<file path="src/rtl/fifo_stream_reader.sv">
// Read-side drain stage for fifo_synch: re-presents FIFO words on a valid/ready stream through a skid buffer.
// Optional feature: define FIFO_STREAM_READER_FLUSH_EN to add a synchronous `flush` input.
module fifo_stream_reader #(
  parameter int DATA_WIDTH = 8,
  parameter int SKID_DEPTH = 3
) (
  input  logic                                 clk,
  input  logic                                 reset,
`ifdef FIFO_STREAM_READER_FLUSH_EN
  input  logic                                 flush,
`endif
  input  logic                                 fifo_empty,
  input  logic                                 fifo_wr_busy,
  input  logic [DATA_WIDTH-1:0]                fifo_rd_data,
  output logic                                 fifo_rd_en,
  output logic                                 m_valid,
  input  logic                                 m_ready,
  output logic [DATA_WIDTH-1:0]                m_data,
  output logic [$clog2(SKID_DEPTH+1)-1:0]      occupancy
);

  localparam int OCC_W = $clog2(SKID_DEPTH + 1);
  localparam int PTR_W = (SKID_DEPTH > 1) ? $clog2(SKID_DEPTH) : 1;
  localparam logic [OCC_W:0]   DEPTH = (OCC_W + 1)'(SKID_DEPTH);
  localparam logic [PTR_W-1:0] LAST  = PTR_W'(SKID_DEPTH - 1);

  logic                  inflight;
  logic [PTR_W-1:0]      head;
  logic [PTR_W-1:0]      tail;
  logic [DATA_WIDTH-1:0] buffer [SKID_DEPTH];
  logic                  flush_i;
  logic                  rd_acc;
  logic                  push;
  logic                  pop;
  logic [OCC_W:0]        committed;
  logic [OCC_W-1:0]      occ_next;

`ifdef FIFO_STREAM_READER_FLUSH_EN
  assign flush_i = flush;
`else
  assign flush_i = 1'b0;
`endif

  // Count the word already requested so the buffer can never be over-committed.
  assign committed  = {1'b0, occupancy} + {{OCC_W{1'b0}}, inflight};
  assign fifo_rd_en = !reset && !flush_i && !fifo_empty && (committed < DEPTH);
  // The FIFO drops a read in any cycle where it accepts a write.
  assign rd_acc     = fifo_rd_en && !fifo_wr_busy;
  assign push       = inflight;
  assign pop        = m_valid && m_ready;
  assign m_data     = buffer[head];

  function automatic logic [PTR_W-1:0] next_ptr(input logic [PTR_W-1:0] p);
    return (p == LAST) ? '0 : p + PTR_W'(1);
  endfunction

  always_comb begin
    occ_next = occupancy;
    if (push && !pop)
      occ_next = occupancy + OCC_W'(1);
    else if (pop && !push)
      occ_next = occupancy - OCC_W'(1);
  end

  always_ff @(posedge clk) begin
    if (reset) begin
      inflight  <= 1'b0;
      head      <= '0;
      tail      <= '0;
      occupancy <= '0;
      m_valid   <= 1'b0;
      for (int i = 0; i < SKID_DEPTH; i++)
        buffer[i] <= '0;
    end else if (flush_i) begin
      // A word returning this cycle is dropped along with the buffered ones.
      inflight  <= 1'b0;
      head      <= '0;
      tail      <= '0;
      occupancy <= '0;
      m_valid   <= 1'b0;
    end else begin
      inflight <= rd_acc;
      if (push) begin
        buffer[tail] <= fifo_rd_data;
        tail         <= next_ptr(tail);
      end
      if (pop)
        head <= next_ptr(head);
      occupancy <= occ_next;
      m_valid   <= (occ_next != '0);
    end
  end

endmodule

</file>
<file path="config.mk">
export PLATFORM = sky130hd
export DESIGN_NAME = fifo_stream_reader
export DESIGN_NICKNAME = d
export VERILOG_FILES = /design/src/rtl/fifo_stream_reader.sv
export SDC_FILE = /design/constraint.sdc
export NUM_CORES = 1
export LEC_CHECK = 0
export BUFFER_PORTS_ARGS = -buffer_cell sky130_fd_sc_hd__buf_2
export CAP_MARGIN = 20
export CORE_MARGIN = 1.5
export CORE_UTILIZATION = 58
export CTS_BUF_LIST = sky130_fd_sc_hd__clkbuf_8
export CTS_CLUSTER_SIZE = 12
export DETAILED_ROUTE_END_ITERATION = 10
export GPL_ROUTABILITY_DRIVEN = 0
export GPL_TIMING_DRIVEN = 1
export PLACE_DENSITY = 0.78
export SYNTH_ARGS = -nofsm -noshare
export SYNTH_HDL_FRONTEND = slang
export SYNTH_SLANG_ARGS = --single-unit
</file>
<file path="constraint.sdc">
create_clock -name clk -period 1.6 [get_ports clk]
set_clock_uncertainty 0.05 [all_clocks]
set_input_delay 0 -clock clk [delete_from_list [all_inputs] [get_ports clk]]
set_output_delay 0 -clock clk [all_outputs]
set_load 0.03 [all_outputs]
</file>
## Yosys cells after proc, flatten, opt, wreduce, memory -nomap -nowiden

Memory sizes are Yosys's and may differ from the RTL's. A register that Yosys moved wholly into a read port is not among the register bits.
Index checks and enable logic that the tools add are counted.
W data, S select, Z words.

| word-level totals | value |
|---|---|
| input bits | 13 |
| memories kept | 1 |
| latch bits | 0 |
| output and inout bits | 12 |
| RAM bits | 24 |
| memory bits (read-only) | 0 |
| register bits after elaboration | 8 |

Memories:

| name | words | bits a word | read ports | clocked after Yosys merged registers in | wr ports | RTL line | RTL |
|---|---|---|---|---|---|---|---|
| buffer | 3 | 8 | 1 | 1 | 3 | 30 | `logic [DATA_WIDTH-1:0] buffer [SKID_DEPTH];` |

| operators by class | value |
|---|---|
| div/mod/pow operators | 0 |
| mux-type cells | 14 |
| add/sub/neg operators | 5 |
| reduce and logical (&&, ||, !) cells | 13 |
| multipliers | 0 |
| shift operators | 0 |
| eq/ne operators | 2 |
| bitwise gates (word level) | 0 |
| $lt $le $gt $ge | 1 |

Operator list:

| operator | number |
|---|---|
| $mux W2 | 7 |
| $mux W8 | 1 |
| $reduce_or A8 Y1 | 1 |
| $add A2 B1 Y2 const B | 3 |
| $logic_and A1 B1 Y1 | 6 |
| $mux W1 | 6 |
| $logic_not A1 Y1 | 5 |
| $eq A2 B2 Y1 const B | 2 |
| $add A2 B1 Y3 | 1 |
| $lt A3 B2 Y1 const B | 1 |
| $reduce_bool A2 Y1 | 1 |
| $sub A2 B1 Y2 const B | 1 |

## Longest topological paths before layout

| depth | value |
|---|---|
| depth after elaboration | 5 |
| gate-level depth with buffers | 4 |

## Worst setup path before layout

OpenSTA, ideal clock, no wires.

| path | value |
|---|---|
| path type | register to register |
| from | register occupancy[0] |
| to | register inflight |
| arrival time | 2,039 ps |
| slack | -556 ps |
| path buffers | 0 |
| library setup time | 67 ps |
| stages on the path, launching flop included | 5 |
| cells stage by stage | dfxtp_1 > ha_1 > ha_1 > a2111oi_2 > nor2b_1 |

| between the ends | value |
|---|---|
| cells in the longest elaborated chain, start to end | 4 |

Ends and longest elaborated chain:

| element | RTL line | RTL |
|---|---|---|
| start: declaration | 19 | `output logic [$clog2(SKID_DEPTH+1)-1:0] occupancy` |
| start signal: assignment | 89 | `occupancy <= occ_next;` |
| $add A2 B1 Y3 | 45 | `assign committed = {1'b0, occupancy} + {{OCC_W{1'b0}}, inflight};` |
| $lt A3 B2 Y1 | 46 | `assign fifo_rd_en = !reset && !flush_i && !fifo_empty && (committed < DEPTH);` |
| $logic_and A1 B1 Y1 | 46 |  |
| named net fifo_rd_en | 15 | `output logic fifo_rd_en,` |
| $logic_and A1 B1 Y1 | 48 | `assign rd_acc = fifo_rd_en && !fifo_wr_busy;` |
| end signal: assignment | 82 | `inflight <= rd_acc;` |
| end: declaration | 27 | `logic inflight;` |

The timed path passes the listed nets, and every way through them passes these cells.
A chain may end at the register's enable or synchronous reset.

## Worst setup path after layout

| path | value |
|---|---|
| from | register occupancy[0] |
| to | output port fifo_rd_en |

| between the ends | value |
|---|---|
| cells in the longest elaborated chain, start to end | 3 |

Ends and longest elaborated chain:

| element | RTL line |
|---|---|
| $add A2 B1 Y3 | 45 |
| $lt A3 B2 Y1 | 46 |
| $logic_and A1 B1 Y1 | 46 |
| end: declaration | 15 |

Every way passes these cells.

==> implementation parameters <==
Parameter                              Value

Yosys
  Share of flip-flops with an asynchronous set or reset after synthesis    0%
  Cell types with the largest area share after synthesis    sky130_fd_sc_hd__edfxtp_1 (53%), sky130_fd_sc_hd__dfxtp_1 (11%), sky130_fd_sc_hd__mux4_2 (10%), sky130_fd_sc_hd__and2_1 (8.3%), sky130_fd_sc_hd__nor2_1 (1.9%)
  Number of flops mapped to enable cells by yosys    32
  Yosys cell types    25
  Seq cells post-synth    42
  Ranking of synthesized cells by instance count    sky130_fd_sc_hd__edfxtp_1 (32), sky130_fd_sc_hd__and2_1 (24), sky130_fd_sc_hd__dfxtp_1 (10), sky130_fd_sc_hd__nor2_1 (9), sky130_fd_sc_hd__mux4_2 (8)
  Mapped cell area    1800 um2
  Main synth FF type    sky130_fd_sc_hd__edfxtp_1
  Synthesized area per cell    15.0 um2
  Cells after synthesis    120
  Yosys warns    0
  Post-synthesis cell type with the largest combined area    sky130_fd_sc_hd__edfxtp_1
  Synth top area share    53.3%
  Most common cell in the synthesized netlist    sky130_fd_sc_hd__edfxtp_1
  Sequential fraction of the synthesis area    64.4%
  Post-synth net total    135

Finish
  Final cell utilization of the core    77.0%
  Number of filler cells placed in the layout    181
  Antenna cells    0
  # nets final    185
  Syn-to-layout area delta    28.2%
  Filler-free cell count of the finished design    204
  Ratio of cells with drive above 1 in the final layout    37.4%

Pwr
  Sequential share of power    52.2%
  Internal power    1.83 mW
  Comb power frac    13.5%
  Highest ir drop seen on vdd    0.800 mV
  Fraction of power spent switching nets    23.4%
  P_sw    0.557 mW
  Sum of internal, switching and leakage power    2.38 mW
  Relative contribution of the clock network to total power    34.3%
  Leakage    0.910 nW
  Total power per unit cell area    1030 nW/um2

Routing
  Final Routed Wirelength    3.32 mm
  DRC    0
  Antenna Violating Nets Remaining    0
  Routed wirelength normalized by instance count    16.3 um
  Detailed-routing iteration count for the pre-antenna-repair pass    4
  Detailed Route Iter0 Violations    29
  Via Count    1118
  Detail-routed via count per cell    5.48

Global routing
  Leftover overflow at the end of global routing    0
  First-pass GRT wire length    5.26 mm
  Number of global-route vias before repair    1096
  Initial antenna violation count    0
  Pin count of the biggest net entering global routing    17
  Tot GR Track Use    22.1%

Timing
  Relative slew slack    71.5%
  Setup-violating endpoint count in the final report    0
  Slew Viols, Final    0
  Min setup slack post-route    35.0 ps
  Unrepaired setup endpoints after global routing    true
  Count of final hold-check violations    0
  Actual transition at the worst max-transition pin    425 ps
  Total Negative Setup Slacks    0 ps
  Final worst-path cycle share    97.8%
  Max Freq    639 MHz
  Final Critical Period    1560 ps

Job
  Count of maximum capacitance violations    0

Setup path
  Cell with the most instances on the worst path    sky130_fd_sc_hd__ha_4
  Maximum single-stage delay on the critical path    360 ps
  Critical Path Slowest Stage Cell    sky130_fd_sc_hd__dfxtp_4
  Worst path bufs/invs    1
  Capturing element type of the critical path    primary output
  Data required time at the worst endpoint    1550 ps
  Startpoint type of the worst setup path    register
  Setup CP Type    reg2out
  Cell chain of the critical path    ha_4, ha_4, a2111oi_4, buf_4
  Largest delay share family, worst path    adder cells
  Top fanout value on the critical path    2
  Data arrival time of the worst path    1510 ps

CTS
  Max clock buf depth    2
  H-tree depth reported by CTS    2
  Sink Count    42
  Clock tree root buffer cell    sky130_fd_sc_hd__clkbuf_8
  Clk pin slew, worst setup/hold paths    80 ps
  Number of CTS-inserted buffers    5
  Insertion delay to the later sink of the worst-skew pair    290 ps
  TritonCTS clock tree    done

Hold path
  Worst hold-check path type    in2reg

Place
  Detailed-placement wirelength estimate    2.33 mm
  Setup slack at placement    195 ps
  IO buf count    24
  Placed insts    184

Floorplanning
  Number of standard-cell rows in the floorplan    20
  Initial Util    60.0%
  Vertical extent of the die    58.8 um
  Total Die Area    3450 um2
  Number of top-level pins    25
  Chip width    58.8 um
  Core area    3000 um2

Run status
  Outcome    finished, final reports clean
kinds of logic after synthesis:
logic type / synth area share (%)
AOI/OAI and AO/OA: 2.71
xor gates and xnor gates: 0.486
adders and majority gates: 1.39
buffers and inverters: 1.25
DFF: 64.4
muxes: 13.5
and+or+nand+nor: 16.2
metal layers:
layer | wire, um | part of all wire, % | track usage, %
met1 | 1430 | 43 | 28.0
met2 | 1700 | 51 | 36.0
met3 | 125 | 3.8 | 5.49
met4 | 57 | 1.7 | 9.74
met5 | 0 | 0 | 0
path summary, 6_finish.rpt:
path              slack, ps  cells past startpoint            to         start
setup reg to reg        230                      3  buffer[0][3]       tail[0]
hold / removal           20                      2       tail[1]         reset
hold reg to reg         440                      2       tail[0]       tail[0]
setup / recovery         40                      4    fifo_rd_en  occupancy[0]
power groups by stage:
stage	combinational, mW	sequential (mW)	clock, mW
2_1_floorplan	0.182	1.29	0
6_report	0.321	1.25	0.818
3_5_place_dp	0.286	1.27	0
3_3_place_gp	0.278	1.27	0
4_1_cts	0.318	1.25	0.822
5_1_grt	0.345	1.25	0.865
state kept, by name, indices dropped and copies added (netlist names), named ones only:
| name | count |
|---|---|
| buffer | 32 |
| head | 2 |
| occupancy | 2 |
| tail | 2 |
| inflight | 1 |
| m_valid | 1 |
metrics by stage:
| step | hold slack (ps) | instance area (um2) |
|---|---|---|
| after floorplan | -10.2 | 1850 |
| after global routing | 35.7 | 2310 |
| after CTS | 22.5 | 2300 |
| final | 20.5 | 2310 |
| after global placement | 109 | 2070 |
| after detailed placement | 117 | 2070 |
cells in the final DEF (no fill, tap or decap), types with 2 or more instances in the layout:
cell / instances
sky130_fd_sc_hd__clkbuf_8: 5
sky130_fd_sc_hd__o21bai_1: 2
sky130_fd_sc_hd__clkinv_2: 2
sky130_fd_sc_hd__nand2_1: 3
sky130_fd_sc_hd__a21oi_1: 2
sky130_fd_sc_hd__mux4_2: 8
sky130_fd_sc_hd__nand2b_1: 5
sky130_fd_sc_hd__nor3_2: 2
sky130_fd_sc_hd__dfxtp_2: 2
sky130_fd_sc_hd__dlygate4sd3_1: 11
sky130_fd_sc_hd__buf_4: 15
sky130_fd_sc_hd__mux2_2: 2
sky130_fd_sc_hd__and2_1: 24
sky130_fd_sc_hd__dfxtp_1: 7
sky130_fd_sc_hd__ha_4: 2
sky130_fd_sc_hd__mux2i_1: 3
sky130_fd_sc_hd__nor2_1: 9
sky130_fd_sc_hd__buf_2: 20
sky130_fd_sc_hd__edfxtp_1: 32
sky130_fd_sc_hd__nor2b_1: 3
what timing repair did:
item                                    4_1_cts  5_1_grt
buffers inserted                              1        0
gates resized for setup                       2        7
hold endpoints to repair                     33        0
endpoints found under the setup margin        1        9
hold buffers                                 11        0
area by class of cell:
type / instances / area (um2) / share of cell area, %
inverter: 1 / 3.75 / 0.162
tap: 33 / 41.3 / 1.79
multi-input combinational: 73 / 657 / 28.4
timing repair buffer: 47 / 334 / 14.4
sequential: 42 / 1170 / 50.5
clock buffer: 5 / 68.8 / 2.98
clock inverter: 3 / 40.0 / 1.73
(Power assumes the default switching activity.)
